==> src/rtl/bram_fifo_pkg.sv <==
// Shared defaults and the status bundle for bram_fifo and its parents.
package bram_fifo_pkg;

    localparam int DEF_DATA_W = 8;
    localparam int DEF_DEPTH  = 16;

    typedef struct packed {
        logic full;
        logic empty;
        logic afull;
        logic aempty;
    } bram_fifo_status_t;

endpackage

==> src/rtl/bram_sdp.sv <==
// Simple dual-port block RAM: one write port, one registered read port gated by rd_en.
module bram_sdp #(
    parameter int DATA_W = 8,
    parameter int ADDR_W = 4
) (
    input  logic              clk,
    input  logic              wr_en,
    input  logic [ADDR_W-1:0] wr_addr,
    input  logic [DATA_W-1:0] wr_data,
    input  logic              rd_en,
    input  logic [ADDR_W-1:0] rd_addr,
    output logic [DATA_W-1:0] rd_data
);

    (* ram_style="block" *) logic [DATA_W-1:0] mem [2**ADDR_W];

    always_ff @(posedge clk) begin
        if (wr_en) mem[wr_addr] <= wr_data;
        if (rd_en) rd_data <= mem[rd_addr];
    end

endmodule

==> src/rtl/bram_fifo.sv <==
// First-word-fall-through FIFO on block RAM with a two-stage prefetch (RAM output, output register).
// Optional sticky overflow/underflow flags are built when BRAM_FIFO_ERR_EN is defined.
module bram_fifo
    import bram_fifo_pkg::*;
#(
    parameter int DATA_W    = DEF_DATA_W,
    parameter int DEPTH     = DEF_DEPTH,
    parameter int ADDR_W    = $clog2(DEPTH),
    parameter int AFULL_TH  = DEPTH - 2,
    parameter int AEMPTY_TH = 1
) (
    input  logic              clk,
    input  logic              rst,
    input  logic              i_wren,
    input  logic [DATA_W-1:0] i_wdata,
    input  logic              i_rd_ready,
    output logic              o_rd_valid,
    output logic [DATA_W-1:0] o_rd_data,
    output logic [ADDR_W:0]   o_count,
    output logic              o_full,
    output logic              o_empty,
    output logic              o_almost_full,
    output logic              o_almost_empty
`ifdef BRAM_FIFO_ERR_EN
    ,
    output logic              o_overflow,
    output logic              o_underflow
`endif
);

    localparam int CW = ADDR_W + 1;
    localparam logic [CW-1:0] FULL_C   = CW'(DEPTH);
    localparam logic [CW-1:0] AFULL_C  = CW'(AFULL_TH);
    localparam logic [CW-1:0] AEMPTY_C = CW'(AEMPTY_TH);

    logic [ADDR_W-1:0] wptr, rptr;
    logic [CW-1:0]     count, unread;
    logic              s1_valid, out_valid;
    logic [DATA_W-1:0] ram_q, out_data;
    logic              push, pop, out_load, rd_en;
    bram_fifo_status_t status;

    assign status.full   = (count == FULL_C);
    assign status.empty  = (count == '0);
    assign status.afull  = (count >= AFULL_C);
    assign status.aempty = (count <= AEMPTY_C);

    // Unread RAM words exclude the two prefetch stages; entries written this cycle are not yet counted.
    assign unread   = count - CW'(s1_valid) - CW'(out_valid);
    assign push     = i_wren && !status.full;
    assign pop      = out_valid && i_rd_ready;
    assign out_load = s1_valid && (!out_valid || pop);
    assign rd_en    = (unread != '0) && (!s1_valid || out_load);

    bram_sdp #(.DATA_W(DATA_W), .ADDR_W(ADDR_W)) u_ram (
        .clk     (clk),
        .wr_en   (push),
        .wr_addr (wptr),
        .wr_data (i_wdata),
        .rd_en   (rd_en),
        .rd_addr (rptr),
        .rd_data (ram_q)
    );

    always_ff @(posedge clk) begin
        if (rst) begin
            wptr      <= '0;
            rptr      <= '0;
            count     <= '0;
            s1_valid  <= 1'b0;
            out_valid <= 1'b0;
            out_data  <= '0;
        end else begin
            if (push)  wptr <= wptr + ADDR_W'(1);
            if (rd_en) rptr <= rptr + ADDR_W'(1);
            case ({push, pop})
                2'b10:   count <= count + CW'(1);
                2'b01:   count <= count - CW'(1);
                default: count <= count;
            endcase
            if (rd_en)         s1_valid <= 1'b1;
            else if (out_load) s1_valid <= 1'b0;
            if (out_load)      out_valid <= 1'b1;
            else if (pop)      out_valid <= 1'b0;
            if (out_load)      out_data <= ram_q;
        end
    end

`ifdef BRAM_FIFO_ERR_EN
    always_ff @(posedge clk) begin
        if (rst) begin
            o_overflow  <= 1'b0;
            o_underflow <= 1'b0;
        end else begin
            if (i_wren && status.full)    o_overflow  <= 1'b1;
            if (i_rd_ready && !out_valid) o_underflow <= 1'b1;
        end
    end
`endif

    assign o_rd_valid     = out_valid;
    assign o_rd_data      = out_data;
    assign o_count        = count;
    assign o_full         = status.full;
    assign o_empty        = status.empty;
    assign o_almost_full  = status.afull;
    assign o_almost_empty = status.aempty;

endmodule
==> config.mk <==
export PLATFORM = sky130hd
export DESIGN_NAME = bram_fifo
export DESIGN_NICKNAME = d
export VERILOG_FILES = /design/src/rtl/bram_fifo_pkg.sv /design/src/rtl/bram_sdp.sv /design/src/rtl/bram_fifo.sv
export SDC_FILE = /design/constraint.sdc
export NUM_CORES = 1
export LEC_CHECK = 0
export BUFFER_PORTS_ARGS = -buffer_cell sky130_fd_sc_hd__buf_2
export CORE_ASPECT_RATIO = 1.4
export CORE_MARGIN = 4
export CORE_UTILIZATION = 30
export DETAILED_ROUTE_END_ITERATION = 10
export MAX_ROUTING_LAYER = met4
export PLACE_DENSITY = 0.45
export SYNTH_ARGS = -nofsm -noshare
export SYNTH_HDL_FRONTEND = slang
export SYNTH_SLANG_ARGS = --single-unit
==> constraint.sdc <==
create_clock -name clk -period 2.5 [get_ports clk]
set_clock_uncertainty 0.15 [all_clocks]
set_input_delay 0.25 -clock clk [delete_from_list [all_inputs] [get_ports clk]]
set_output_delay 0.25 -clock clk [all_outputs]
set_load 0.01 [all_outputs]
# After elaboration in Yosys (flattened, before gate mapping)
# Memories as Yosys holds them, arrays and structs flattened. A register that Yosys moved wholly into a read port is not among the register bits.
# Cells that the tools add are included.
[word_totals] reg_bits=23 latchBits=0 ram_bits=128 mem_bits_ro=0 input_bits=12 out_inout_bits=18 word_cells=39 n_memories=1
[op_classes] addsub=6 mul=0 div=0 n_lt_le_gt_ge=2 n_eq_ne=3 n_shift=0 muxes=7 bitwise_logic=0 n_reduce_logical=14
[memory_table] name="u_ram.mem" words=16 word_bits=8 rd=1 rd_ports_with_merged_regs=1 wr=1 line="bram_sdp.sv:15" source="(* ram_style=\"block\" *) logic [DATA_W-1:0] mem [2**ADDR_W];"
[ops] cell="case mux 5 bit (2 select lines)" count=1
[ops] cell="subtractor 5 x 1 -> 5 bit" count=2
[ops] cell="adder 4 x 1 -> 4 bit, second input constant" count=2
[ops] cell="two-way mux 1 bit" count=6
[ops] cell="nonzero test 2 bit" count=3
[ops] cell="adder 5 x 1 -> 5 bit, second input constant" count=1
[ops] cell="equality test 5 bit, second input constant" count=1
[ops] cell=">= comparator 5 x 4 -> 1 bit, second input constant" count=1
[ops] cell="less-or-equal comparator 5 x 1 -> 1 bit, second input constant" count=1
[ops] cell="logical NOT 5 bit" count=1
[ops] cell="nonzero test 5 bit" count=1
[ops] cell="subtractor 5 x 1 -> 5 bit, second input constant" count=1
[ops] cell="logical AND 1 bit" count=4
[ops] cell="logical NOT 1 bit" count=3
[ops] cell="equality test 2 x 1 -> 1 bit, second input constant" count=1
[ops] cell="equality test 2 bit, second input constant" count=1
[ops] cell="logical OR 1 bit" count=2

# Logic depth before layout (Yosys ltp)
[depth] ltp_word=6 mapped_depth=12 depth_no_buf=11

# Hierarchy
# A second synthesis with hierarchy kept.
[unflattened] cells_unflattened=356 hier_area_um2=6465.0
[modules_own_cells] module="bram_sdp" n_inst=1 cells_per_inst=229 area_per_inst_um2=5227.5 seq_area_each_um2=4083.9
[modules_own_cells] module="bram_fifo" n_inst=1 cells_per_inst=127 area_per_inst_um2=1237.4 seq_area_each_um2=460.4

# Worst setup path before layout
# No wires, ideal clock.
[synth_path] kind="flip-flop to flip-flop" from="reg out_valid, in the netlist o_rd_valid" to="reg rptr[2]" setup_time_ns=0.071 t_arrival_ns=2.458 required_time_ns=2.279 setup_slack_ns=-0.178 stages_incl_launch_ff=11 path_buffers=0 period_less_slack_ns=2.678 cell_sequence="dfxtp_1 -> inv_1 -> fa_1 -> ha_1 -> nor2_1 -> ha_1 -> xor2_1 -> nor4b_2 -> a21boi_4 -> a21bo_2 -> a21oi_1"
[synth_between] elab_chain_cells=5 elab_cells_between_ends=8 cone_classes="add/sub (1); reduce/logical (7)"
[synth_lines] item="from (decl)" line="bram_fifo.sv:38" source="logic s1_valid, out_valid;"
[synth_lines] item="from (signal assigned)" line="bram_fifo.sv:71" source="out_valid <= 1'b0;"
[synth_lines] item="from (signal assigned)" line="bram_fifo.sv:83" source="if (out_load) out_valid <= 1'b1;"
[synth_lines] item="from (signal assigned)" line="bram_fifo.sv:84" source="else if (pop) out_valid <= 1'b0;"
[synth_lines] item="branches (longest 4 deep; another with subtractor 5 x 1 -> 5 bit)"
[synth_lines] item="logical AND 1 bit *" line="bram_fifo.sv:53" source="assign rd_en = (unread != '0) && (!s1_valid || out_load);"
[synth_lines] item="named net rd_en" line="bram_fifo.sv:40" source="logic push, pop, out_load, rd_en;"
[synth_lines] item="to (signal assigned)" line="bram_fifo.sv:75" source="if (rd_en) rptr <= rptr + ADDR_W'(1);"
[synth_lines] item="to (decl)" line="bram_fifo.sv:36" source="logic [ADDR_W-1:0] wptr, rptr;"
# Mark *: on every way through the listed nets, which the timed path passes.
# A chain may end at the register's enable or synchronous reset.

# Worst setup path after layout
[layout_path] from="reg s1_valid" to="reg rptr[2]"
[layout_between] elab_chain_cells=4 elab_cells_between_ends=7 cone_classes="add/sub (2); reduce/logical (5)"
[layout_lines] item="from (decl)" line="bram_fifo.sv:38"
[layout_lines] item="from (signal assigned)" line="bram_fifo.sv:70" source="s1_valid <= 1'b0;"
[layout_lines] item="from (signal assigned)" line="bram_fifo.sv:81" source="if (rd_en) s1_valid <= 1'b1;"
[layout_lines] item="from (signal assigned)" line="bram_fifo.sv:82" source="else if (out_load) s1_valid <= 1'b0;"
[layout_lines] item="subtractor 5 x 1 -> 5 bit (2 in a row)" line="bram_fifo.sv:49" source="assign unread = count - CW'(s1_valid) - CW'(out_valid);"
[layout_lines] item="nonzero test 5 bit" line="bram_fifo.sv:53"
[layout_lines] item="logical AND 1 bit *" line="bram_fifo.sv:53"
[layout_lines] item="named net rd_en" line="bram_fifo.sv:40"
# The timed path passes the listed nets; every way through them passes the cells marked *.

==> impl_metrics.py <==
metrics = {
    "worst_setup_path": {
        "cp_top_family": "adder cells",
        "cp-end-kind": "register",
        "cpPeakStageDelay_ns": 0.55,
        "crit_chain": "inv_2 -> fa_1 -> inv_1 -> ha_2 -> nor2_2 -> ha_2 -> xor2_2 -> nor4b_4 -> a21boi_4 -> clkbuf_16 -> a21bo_2 -> a21oi_2",
        "worst_path_max_delay_cell": "fa_1",
        "crit_top_cell": "ha_2",
        "crit_arrival_ns": 2.87,
        "cp_num_buf_inv": 3,
        "required_ns": 2.70,
        "crit_fanout": 6,
        "worstSetupPathType": "reg2reg",
        "critPathLaunchType": "register",
    },
    "floorplan": {
        "dieArea_mm2": 0.0242,
        "dieWidth_um": 133,
        "initial_core_util_pct": 30.7,
        "fp.dieH_um": 183,
        "rows": 63,
        "core_area_mm2": 0.0213,
        "pin_count": 30,
    },
    "placed_design": {
        "place.gp.congestion": 0.728,
        "io_buffers": 29,
        "dp_cells": 647,
        "place_hpwl_um": 8700,
        "place_ws_ns": -0.156,
        "place_area_mm2": 0.00719,
    },
    "status": {
        "violations": "negative setup slack",
        "status": "finished with violations",
    },
    "timing": {
        "finalWorstSetupSlack_ns": -0.171,
        "rsz0062_at_grt": "true",
        "finalHoldViolations": 0,
        "max_freq_mhz": 374,
        "finalSetupViolCount": 12,
        "max-slew-margin-rel_pct": 58.3,
        "period_needed_ns": 2.67,
        "slew_viol_final": 0,
        "finalCritPeriodShare_pct": 107,
        "setup-tns-final_ns": -1.09,
        "holdWs_ns": 0.0623,
        "worst_slew_pin_slew_ns": 0.624,
    },
    "final_layout": {
        "nets": 438,
        "drive_above_1_share_pct": 30.9,
        "area_growth_pct": 20.4,
        "diodes": 0,
        "fillers": 2001,
        "final_core_util_pct": 36.9,
        "postLayoutCellArea_mm2": 0.00786,
        "finalNonFillerCells": 684,
    },
    "detailed_routing": {
        "ant_nets": 0,
        "dr.pass1.iters": 4,
        "drt-total-wl_um": 12600,
        "drc": 0,
        "num_vias": 3150,
        "first_iter_violations": 241,
        "routedWlPerCell_um": 18.4,
        "vias_per_cell": 4.61,
    },
    "synthesis": {
        "synth_edf_count": 136,
        "synth_flop_cell": "edfxtp_1",
        "syn_inst": 343,
        "ys_ff_latch": 159,
        "syn-num-nets": 370,
        "synth_warnings": 0,
        "ys_seq_area_share_pct": 69.6,
        "async_flop_share_pct": 0,
        "synth.distinct_cells": 41,
        "syn_avg_cell_area_um2": 19.0,
        "synthesis.area_mm2": 0.00653,
    },
    "pwr": {
        "leakagePower_nw": 2.79,
        "power_density_mw_per_mm2": 934,
        "finalPower_mw": 7.34,
        "vdd.ir_drop.worst_v": 0.000503,
    },
    "global_route": {
        "grt_use_total_pct": 11.1,
        "grt_pass1_vias": 3385,
        "grt_pass1_wl_um": 19300,
        "grt_max_degree": 36,
        "antenna_found_initial": 0,
        "gr-total-overflow": 0,
    },
    "clock_network": {
        "clock_latency_ns": 0.42,
        "cts_made_buffers": 17,
        "cts_tree": "built",
        "h-tree-depth": 4,
        "root_buffer": "clkbuf_16",
        "cts_sinks": 159,
        "clk_pin_slew_ns": 0.07,
        "cts_max_path_buffers": 2,
    },
    "flow_run": {
        "cap_viol_max_count": 0,
    },
    "worst_hold_path": {
        "hp-class": "in2reg",
    },
}
-- cell families (layout without fill, tap and decap cells) --
family | after synthesis | count (layout) | synth area share (%)
xor+xnor | 12 | 12 | 1.61
buf+inv | 27 | 108 | 2.17
simple gates | 68 | 68 | 5.23
compound gates | 13 | 13 | 1.48
fa+ha+maj | 15 | 15 | 2.99
mux | 49 | 49 | 16.9
flops | 159 | 159 | 69.6
-- final cells by class --
class,count,area (um2),area share [%]
sequential,159,4550,57.9
tap,260,325,4.14
clock inverter,15,130,1.66
timing repair buffer,66,495,6.30
clock buffer,17,425,5.41
inverter,10,37.5,0.477
multi-input combinational,157,1900,24.1
-- worst register-to-register path: cells and delay by family, from the launching register on --
family,cells,cell delay (ns)
buffers and inverters,3,0.27
AND/OR/NAND/NOR,2,0.39
AO/OA/AOI/OAI,3,0.45
XOR/XNOR,1,0.08
adder cells (fa/ha/maj),3,0.93
flip-flops,1,0.33
-- cells in the mapped netlist, drive strengths merged (2+ instances only) --
cell,n,share of area (%)
nor2,37,2.1
nor4b,2,0.36
ha,14,2.7
nand4b,2,0.27
dfxtp,23,7.1
mux4,40,16
xnor2,6,0.81
nor3,4,0.31
inv,10,0.58
nand2,7,0.40
clkbuf,8,0.46
mux2i,9,1.4
nand3b,2,0.23
a21oi,6,0.46
buf,9,1.1
nand2b,4,0.38
xor2,6,0.81
nor2b,2,0.19
edfxtp,136,63
nor4,2,0.29
-- state kept, by name (all words and copies together), names as in the netlist --
register,count
o_count,5
o_rd_data,8
o_rd_valid,1
rptr,4
s1_valid,1
u_ram.mem,128
u_ram.rd_data,8
wptr,4
-- path summary, 6_finish.rpt --
check,startpoint,end,slack [ns],depth (start not counted)
max,s1_valid$_SDFFE_PP0P_,rptr[2]$_SDFFE_PP0P_,-0.17,12
min,i_wdata[5],u_ram.mem[12][5]$_DFFE_PP_,0.06,1
max reg2reg,s1_valid$_SDFFE_PP0P_,rptr[2]$_SDFFE_PP0P_,-0.17,12
min reg2reg,u_ram.rd_data[2]$_DFFE_PP_,o_rd_data[2]$_SDFFE_PP0P_,0.33,2
-- power by group --
group | switching (mW) | internal, mW | total (mW)
Clock | 1.12 | 1.30 | 2.42
Combinational | 0.784 | 0.939 | 1.72
Sequential | 0.100 | 3.10 | 3.20
Total | 2.00 | 5.34 | 7.34
-- placed cells by master, fill, tap and decap left out, types with 9 or more instances in the layout --
| cell | Yosys | layout |
|---|---|---|
| ha_1 | 14 | 11 |
| mux2i_1 | 9 | 9 |
| buf_2 | 2 | 29 |
| mux4_2 | 10 | 10 |
| dfxtp_1 | 23 | 19 |
| edfxtp_1 | 136 | 136 |
| clkbuf_16 | 0 | 18 |
| buf_4 | 1 | 28 |
| mux4_1 | 30 | 30 |
| nor2_1 | 37 | 36 |
-- layer usage --
layer	vias up	global-route usage (%)	wire, um
met5	-	-	0
met4	0	4.49	205
met3	14	2.81	360
met2	47	20.0	6990
met1	1589	11.7	5040
li1	1500	-	-
-- timing repair --
| action | CTS | global route |
|---|---|---|
| resized for setup | 1 | 16 |
| gates cloned | 0 | 1 |
| hold buffers | 1 | 0 |
| buffers inserted | 0 | 4 |
| endpoints found under the hold margin | 1 | 0 |
| pin swaps | 0 | 2 |
| endpoints found under the setup margin | 32 | 43 |
No activity file was read; power rests on OpenSTA's default activity.
